===== src/rtl/fir_pkg.sv =====
// Shared types and constants for the FIR tap feeder.
// FIR_TAP4_EN selects a 4-tap delay line; otherwise 3 taps.
package fir_pkg;

    typedef enum logic [1:0] {
        IDLE = 2'd0,
        FIRE = 2'd1,
        WAIT = 2'd2
    } state_t;

    localparam int NTAPS_3        = 3;
    localparam int NTAPS_4        = 4;
    localparam int DW_DEF         = 8;
    localparam int RESULT_LAT_DEF = 2;

`ifdef FIR_TAP4_EN
    localparam int NTAPS = NTAPS_4;
`else
    localparam int NTAPS = NTAPS_3;
`endif

endpackage


===== src/rtl/fir_coef_bank.sv =====
// Shadow/active coefficient banks with a deferred commit.
module fir_coef_bank
    import fir_pkg::*;
#(
    parameter int DW = DW_DEF
) (
    input  logic                clk,
    input  logic                rst,
    input  logic                we,
    input  logic [1:0]          addr,
    input  logic [DW-1:0]       wdata,
    input  logic                commit,
    input  logic                idle,
    input  logic                accept,
    output logic [3:0][DW-1:0]  a
);

    logic [3:0][DW-1:0] shadow_q, shadow_d;
    logic [3:0][DW-1:0] active_q, active_d;
    logic               pending_q, pending_d;
    logic               wr_ok;
    logic               do_copy;

    assign wr_ok = int'(addr) < NTAPS;

    always_comb begin
        shadow_d  = shadow_q;
        active_d  = active_q;
        pending_d = pending_q | commit;
        do_copy   = idle && !accept && pending_d;
        // Copy reads the registered shadow, so a same-cycle write lands later.
        if (do_copy) begin
            active_d  = shadow_q;
            pending_d = 1'b0;
        end
        if (we && wr_ok) begin
            shadow_d[addr] = wdata;
        end
    end

    always_ff @(posedge clk or posedge rst) begin
        if (rst) begin
            shadow_q  <= '0;
            active_q  <= '0;
            pending_q <= 1'b0;
        end else begin
            shadow_q  <= shadow_d;
            active_q  <= active_d;
            pending_q <= pending_d;
        end
    end

    assign a = active_q;

endmodule


===== src/rtl/fir_tap_feeder.sv =====
// Delay line and start/latency FSM feeding a FIR MAC stage.
// FIR_TAP4_EN enables the fourth tap (X3/A3).
module fir_tap_feeder
    import fir_pkg::*;
#(
    parameter int DW         = DW_DEF,
    parameter int RESULT_LAT = RESULT_LAT_DEF
) (
    input  logic          clk,
    input  logic          rst,
    input  logic [DW-1:0] s_data,
    input  logic          s_valid,
    output logic          s_ready,
    input  logic          c_we,
    input  logic [1:0]    c_addr,
    input  logic [DW-1:0] c_data,
    input  logic          c_commit,
    output logic [DW-1:0] X0,
    output logic [DW-1:0] X1,
    output logic [DW-1:0] X2,
    output logic [DW-1:0] X3,
    output logic [DW-1:0] A0,
    output logic [DW-1:0] A1,
    output logic [DW-1:0] A2,
    output logic [DW-1:0] A3,
    output logic          enable,
    output logic          result_valid,
    output logic          primed
);

    localparam int CW = (RESULT_LAT > 1) ? $clog2(RESULT_LAT) : 1;

    state_t             state_q, state_d;
    logic [CW-1:0]      cnt_q, cnt_d;
    logic [3:0][DW-1:0] x_q, x_d;
    logic [2:0]         fill_q, fill_d;
    logic               s_ready_q, s_ready_d;
    logic               enable_q, enable_d;
    logic               rv_q, rv_d;
    logic               accept;
    logic [3:0][DW-1:0] a;

    assign accept = (state_q == IDLE) && s_valid;

    always_comb begin
        state_d = state_q;
        cnt_d   = cnt_q;
        x_d     = x_q;
        fill_d  = fill_q;
        case (state_q)
            IDLE: begin
                if (s_valid) begin
                    x_d[0] = s_data;
                    x_d[1] = x_q[0];
                    x_d[2] = x_q[1];
`ifdef FIR_TAP4_EN
                    x_d[3] = x_q[2];
`else
                    x_d[3] = '0;
`endif
                    if (fill_q < 3'(NTAPS)) begin
                        fill_d = fill_q + 3'd1;
                    end
                    state_d = FIRE;
                end
            end
            FIRE: begin
                cnt_d   = CW'(RESULT_LAT - 1);
                state_d = WAIT;
            end
            WAIT: begin
                if (cnt_q == '0) begin
                    state_d = IDLE;
                end else begin
                    cnt_d = cnt_q - 1'b1;
                end
            end
            default: state_d = IDLE;
        endcase
        // Outputs are registered from the next-state decode.
        s_ready_d = (state_d == IDLE);
        enable_d  = (state_d == FIRE);
        rv_d      = (state_d == WAIT) && (cnt_d == '0);
    end

    always_ff @(posedge clk or posedge rst) begin
        if (rst) begin
            state_q   <= IDLE;
            cnt_q     <= '0;
            x_q       <= '0;
            fill_q    <= '0;
            s_ready_q <= 1'b1;
            enable_q  <= 1'b0;
            rv_q      <= 1'b0;
        end else begin
            state_q   <= state_d;
            cnt_q     <= cnt_d;
            x_q       <= x_d;
            fill_q    <= fill_d;
            s_ready_q <= s_ready_d;
            enable_q  <= enable_d;
            rv_q      <= rv_d;
        end
    end

    fir_coef_bank #(.DW(DW)) u_coef (
        .clk    (clk),
        .rst    (rst),
        .we     (c_we),
        .addr   (c_addr),
        .wdata  (c_data),
        .commit (c_commit),
        .idle   (state_q == IDLE),
        .accept (accept),
        .a      (a)
    );

    assign s_ready      = s_ready_q;
    assign enable       = enable_q;
    assign result_valid = rv_q;
    assign primed       = (fill_q == 3'(NTAPS));

    assign X0 = x_q[0];
    assign X1 = x_q[1];
    assign X2 = x_q[2];
    assign X3 = x_q[3];
    assign A0 = a[0];
    assign A1 = a[1];
    assign A2 = a[2];
    assign A3 = a[3];

endmodule


===== config.mk =====
export PLATFORM = sky130hd
export DESIGN_NAME = fir_tap_feeder
export DESIGN_NICKNAME = d
export VERILOG_FILES = /design/src/rtl/fir_pkg.sv /design/src/rtl/fir_coef_bank.sv /design/src/rtl/fir_tap_feeder.sv
export SDC_FILE = /design/constraint.sdc
export NUM_CORES = 1
export LEC_CHECK = 0
export ABC_AREA = 1
export CORE_ASPECT_RATIO = 0.9
export CORE_UTILIZATION = 30
export CTS_CLUSTER_SIZE = 8
export DETAILED_ROUTE_END_ITERATION = 16
export SYNTH_ARGS = -nofsm -noshare
export SYNTH_HDL_FRONTEND = slang
export SYNTH_HIERARCHICAL = 1
export SYNTH_SLANG_ARGS = --single-unit

===== constraint.sdc =====
create_clock -name clk -period 2.66 [get_ports clk]
set_clock_uncertainty 0.15 [all_clocks]
set_input_delay 0.399 -clock clk [delete_from_list [all_inputs] [get_ports clk]]
set_output_delay 0.399 -clock clk [all_outputs]
set_load 0.005 [all_outputs]

==> impl_metrics.env, run 1 <==
export IMPL_status="completed"
export IMPL_p_leak_nw=2.60
export IMPL_layout_drive_gt1_share=0.0825
export IMPL_crit_start="fill_q[0]$_DFFE_PP0P_"
export IMPL_insertion_delay_ns=0.34
export IMPL_relSlewSlack=0.609
export IMPL_firstDrtPassIters=4
export IMPL_required_ns=2.11
export IMPL_critical_path_slowest_cell="clkdlybuf4s50_1"
export IMPL_postCtsResizedCells=0
export IMPL_finalSetupViolCount=0
export IMPL_drt_iter0_markers=152
export IMPL_ys_warnings_count=6
export IMPL_synth_top_area_cell="dfrtp_1"
export IMPL_grt_pass1_wl_mm=14.0
export IMPL_powerDensity_mw_per_mm2=1000
export IMPL_setup_ws_ns=0.513
export IMPL_final_nets=522
export IMPL_cp_max_fo=4
export IMPL_core_area_mm2=0.0128
export IMPL_overflow=0
export IMPL_fin_util=0.405
export IMPL_period_minus_slack_ns=2.15
export IMPL_via_per_inst=4.33
export IMPL_grt_max_degree=41
export IMPL_slew_violations=0
export IMPL_endpoint_kind="primary output"
export IMPL_rsz0062_at_grt="false"
export IMPL_worst_slew_pin_slew_ns=0.586
export IMPL_path_class="reg2out"
export IMPL_antenna_found_initial=0
export IMPL_grtUsageTotal=0.129
export IMPL_final_cell_mix="nand2_1, dfrtp_1, clkdlybuf4s50_1"
export IMPL_initial_core_util=0.312
export IMPL_ioPinCount=91
export IMPL_numCtsBuffers=9
export IMPL_tns_ns=0
export IMPL_root_buffer="clkbuf_16"
export IMPL_die_w_um=124
export IMPL_portBuffers=82
export IMPL_cts_htree_levels=3
export IMPL_hold_viol=0
export IMPL_cts_hold_buf=0
export IMPL_start_kind="register"
export IMPL_crit_arrival_ns=1.60
export IMPL_timing_fmax_ghz=0.466
export IMPL_final_cells=661
export IMPL_dr_wl_met3_um=512
export IMPL_highest_layer="met4"
export IMPL_dp_cells=645
export IMPL_yosysTopAreaCellShare=0.606
export IMPL_synthTopCellsByArea="dfrtp_1, nand2_1, nand3_1"
export IMPL_clock_sinks=98
export IMPL_synth_cells=417
export IMPL_synth_area_mm2=0.00400
export IMPL_syn_area_per_cell_um2=9.60
export IMPL_cp_common_cell="ha_1"
export IMPL_area_growth_pct=29.8
export IMPL_ys_ff_latch=98
export IMPL_drc=0
export IMPL_synth_seq_area_share=0.613
export IMPL_cts_tree="yes"
export IMPL_wl_met1_mm=3.93
export IMPL_crit_chain="ha_1 -> ha_1 -> clkdlybuf4s50_1"
export IMPL_timing_final_crit_share=0.807
export IMPL_synth_cell_types=24
export IMPL_timing_rr_start="state_q[0]$_DFF_PP0_"
export IMPL_die_h_um=112
export IMPL_peakVddDrop_mv=0.394
export IMPL_gp_congestion=0.771
export IMPL_dpl_worst_slack_ns=0.538
export IMPL_worst_path_buf_inv=1
export IMPL_cpPeakStageDelay_ns=0.44
export IMPL_wl_mm=8.24
export IMPL_hp_class="reg2reg"
export IMPL_diodes=0
export IMPL_post_cts_buffers=0
export IMPL_wire_per_inst_um=12.5
export IMPL_maxCapViolCount=0
export IMPL_cts_buffer_depth=2
export IMPL_hp_start="u_coef/shadow_q[31]$_DFFE_PP0P_"
export IMPL_first_global_vias=2767
export IMPL_dp_hpwl_mm=5.72
export IMPL_route_met2_wl_mm=3.69
export IMPL_clkSlewWorstSetupHoldPaths_ns=0.07
export IMPL_via_count=2863
export IMPL_postRouteAntennaNets=0
export IMPL_placedInstanceArea_mm2=0.00491
export IMPL_dieArea_mm2=0.0138
export IMPL_crit_family="buffers and inverters"
export IMPL_rows=39
export IMPL_final_area_mm2=0.00520
export IMPL_layout_commonest_cell="nand2_1"
[state kept, by name (all words and copies together), names as in the netlist]
name	count
X1	8
X2	8
s_ready	1
X0	8
state_q	2
enable	1
u_coef/shadow_q	32
u_coef/pending_q	1
result_valid	1
u_coef/a	32
cnt_q	1
fill_q	3
[cell usage after synthesis (all sizes together)]
cell type,n
ha,7
nand3b,1
a21oi,2
nand2,156
buf,24
nand3,41
dfrtp,97
nand4,8
inv,34
conb,1
clkbuf,8
nor2,3
dfstp,1
o21ai,34
[metal layers]
layer  track usage  vias to the layer above
met5             0                        -
met4        0.0386                        0
met3        0.0420                       10
met2         0.193                       79
met1         0.178                     1326
li1              -                     1448
[area by class of cell]
cell class                      instances  area (um^2)
Sequential cell                        98         2450
Timing Repair Buffer                   89          886
Tap cell                              164          205
Clock inverter                          7         57.6
Multi-Input combinational cell        260         1240
Clock buffer                            9          225
Inverter                               34          130
Fill cell                            1268         7640
[cell families after synthesis]
kind of cell,share of synthesized area
simple gates,0.225
buf+inv,0.0844
compound gates,0.0553
fa+ha+maj,0.0219
other cells,0.000937
flops,0.613
[path summary, 6_finish.rpt]
kind                                                        end  slack (ns)  cells past startpoint
worst min register to register  u_coef/shadow_q[31]$_DFFE_PP0P_        0.23                      0
worst max register to register          u_coef/a[2]$_DFFE_PP0P_        0.71                      9
worst max-delay path                                     primed        0.51                      3
max in group asynchronous               u_coef/a[5]$_DFFE_PP0P_        1.42                      3
min in group asynchronous              u_coef/a[24]$_DFFE_PP0P_        0.33                      2
worst min-delay path            u_coef/shadow_q[31]$_DFFE_PP0P_        0.23                      0
[power by group]
part / switching [mW] / total (mW) / internal [mW]
logic: 0.885 / 1.80 / 0.911
registers: 0.266 / 2.19 / 1.93
clock network: 0.578 / 1.23 / 0.649
[stage by stage]
step	power, mW	hold WS (ns)
CTS	5.30	0.231
finish	5.22	0.226
global placement	4.02	0.216
global route	5.62	0.237
detailed placement	4.05	0.216
floorplan	3.09	0.280
No activity file was read; power rests on OpenSTA's default activity.
==> run 2, diff against run 1 <==
==> constraint.sdc (replaced) <==
create_clock -name clk -period 2 [get_ports clk]
set_clock_uncertainty 0.15 [all_clocks]
set_input_delay 0.3 -clock clk [delete_from_list [all_inputs] [get_ports clk]]
set_output_delay 0.3 -clock clk [all_outputs]
set_load 0.005 [all_outputs]
==> impl_metrics.env, run 2 (synthesis gave the netlist of run 1 again) <==
export IMPL_status="completed"
export IMPL_dieArea_mm2=0.0138
export IMPL_cts_buffer_depth=2
export IMPL_grt_pass1_wl_mm=14.2
export IMPL_switchingPower_mw=2.28
export IMPL_switching_share=0.328
export IMPL_drt_iter0_markers=165
export IMPL_slew_violations=0
export IMPL_rsz0062_at_grt="false"
export IMPL_powerDensity_mw_per_mm2=1330
export IMPL_cts_hold_buf=0
export IMPL_cp_common_cell="nand2_1"
export IMPL_required_ns=2.07
export IMPL_crit_chain="inv_1 -> ha_1 -> nand2_4 -> inv_4 -> nor2_4 -> nand2_1 -> buf_4 -> nand2_1 -> nand2_1"
export IMPL_clock_sinks=98
export IMPL_overflow=0
export IMPL_diodes=0
export IMPL_period_minus_slack_ns=1.86
export IMPL_ioPinCount=91
export IMPL_cts_htree_levels=3
export IMPL_timing_fmax_ghz=0.538
export IMPL_timing_rr_start="state_q[0]$_DFF_PP0_"
export IMPL_crit_start="state_q[0]$_DFF_PP0_"
export IMPL_holdPathStages=0
export IMPL_portBuffers=82
export IMPL_p_leak_nw=2.63
export IMPL_hp_class="reg2reg"
export IMPL_drc=0
export IMPL_worst_hold_slack_ns=0.226
export IMPL_placedInstanceArea_mm2=0.00494
export IMPL_final_area_mm2=0.00524
export IMPL_cpPeakStageDelay_ns=0.45
export IMPL_initial_core_util=0.312
export IMPL_rows=39
export IMPL_dpl_worst_slack_ns=0.0990
export IMPL_core_area_mm2=0.0128
export IMPL_grt_max_degree=66
export IMPL_root_buffer="clkbuf_16"
export IMPL_p_seq_frac=0.420
export IMPL_via_per_inst=4.34
export IMPL_finalPower_mw=6.96
export IMPL_firstDrtPassIters=4
export IMPL_hold_viol=0
export IMPL_setup_ws_ns=0.142
export IMPL_clkPwrFrac=0.233
export IMPL_via_count=2887
export IMPL_pwr_share_comb=0.347
export IMPL_clkSlewWorstSetupHoldPaths_ns=0.07
export IMPL_final_nets=526
export IMPL_critical_path_slowest_cell="dfrtp_1"
export IMPL_p_int_mw=4.68
export IMPL_cts_tree="yes"
export IMPL_tns_ns=0
export IMPL_rr_endpoint="u_coef/a[6]$_DFFE_PP0P_"
export IMPL_start_kind="register"
export IMPL_path_class="reg2reg"
export IMPL_area_growth_pct=31.0
export IMPL_r2r_slack_ns=0.14
export IMPL_endpoint_kind="register"
export IMPL_grtUsageTotal=0.134
export IMPL_cp_max_fo=32
export IMPL_whs_endpoint="u_coef/shadow_q[25]$_DFFE_PP0P_"
export IMPL_wl_mm=8.35
export IMPL_postRouteAntennaNets=0
export IMPL_wire_per_inst_um=12.6
export IMPL_layout_commonest_cell="nand2_1"
export IMPL_hp_start="u_coef/shadow_q[25]$_DFFE_PP0P_"
export IMPL_layout_drive_gt1_share=0.0878
export IMPL_first_global_vias=2903
export IMPL_antenna_found_initial=0
export IMPL_numCtsBuffers=9
export IMPL_final_cell_mix="nand2_1, dfrtp_1, clkdlybuf4s50_1"
export IMPL_maxCapViolCount=0
export IMPL_insertion_delay_ns=0.34
export IMPL_finalSetupViolCount=0
export IMPL_gp_congestion=0.754
export IMPL_crit_arrival_ns=1.93
export IMPL_die_h_um=112
export IMPL_die_w_um=124
export IMPL_timing_final_crit_share=0.929
export IMPL_peakVddDrop_mv=0.565
export IMPL_dp_hpwl_mm=5.78
export IMPL_rr_worst_depth=9
==> run 2: area by class of cell <==
| type | instances | area (um^2) |
|---|---|---|
| sequential | 98 | 2450 |
| multi-input combinational | 260 | 1240 |
| clock inverter | 5 | 38.8 |
| tap | 164 | 205 |
| timing repair buffer | 93 | 931 |
| clock buffer | 11 | 243 |
| inverter | 34 | 134 |
| fill | 1266 | 7590 |
==> run 2: critical path: cells and delay by family, from the launching register on <==
kind | cells | cell delay, ns
AND/OR/NAND/NOR | 5 | 0.46
flip-flops | 1 | 0.45
buffers and inverters | 3 | 0.41
adder cells (fa/ha/maj) | 1 | 0.26
==> run 2: worst max-delay path by stage <==
stage                     cells past startpoint  slack [ns]                  endpoint
final                                         9        0.14   u_coef/a[6]$_DFFE_PP0P_
after global routing                          9        0.03   u_coef/a[7]$_DFFE_PP0P_
after CTS                                     8         0.1  u_coef/a[13]$_DFFE_PP0P_
after detailed placement                      7         0.1  u_coef/a[13]$_DFFE_PP0P_
after global placement                        7        0.12   u_coef/a[8]$_DFFE_PP0P_
after floorplan                              10        0.19   u_coef/a[0]$_DFFE_PP0P_
==> run 2: timing repair <==
item,CTS,global route
pin swaps,0,0
gates resized for setup,1,1
setup buffers,2,0
setup endpoints to repair,1,21
==> run 2: power groups by stage <==
stage               Combinational [mW]  Sequential [mW]  Clock [mW]
floorplan                         1.18             2.93           0
global placement                  2.41             2.94           0
detailed placement                2.44             2.96           0
CTS                               2.46             2.93        1.68
global route                      2.74             3.00        1.78
finish                            2.42             2.92        1.62
==> run 2: per-stage QoR <==
step,util,instances
after floorplan,-,424
after global placement,0.385,647
after detailed placement,0.385,647
after CTS,0.408,665
after global routing,0.409,665
final,0.409,665
==> run 2: layer usage <==
layer / global-route usage / routed length, um / vias to the layer above
li1: - / - / 1450
met1: 0.172 / 3860 / 1351
met2: 0.204 / 3870 / 77
met3: 0.0523 / 518 / 9
met4: 0.0458 / 99 / 0
met5: 0 / 0 / -
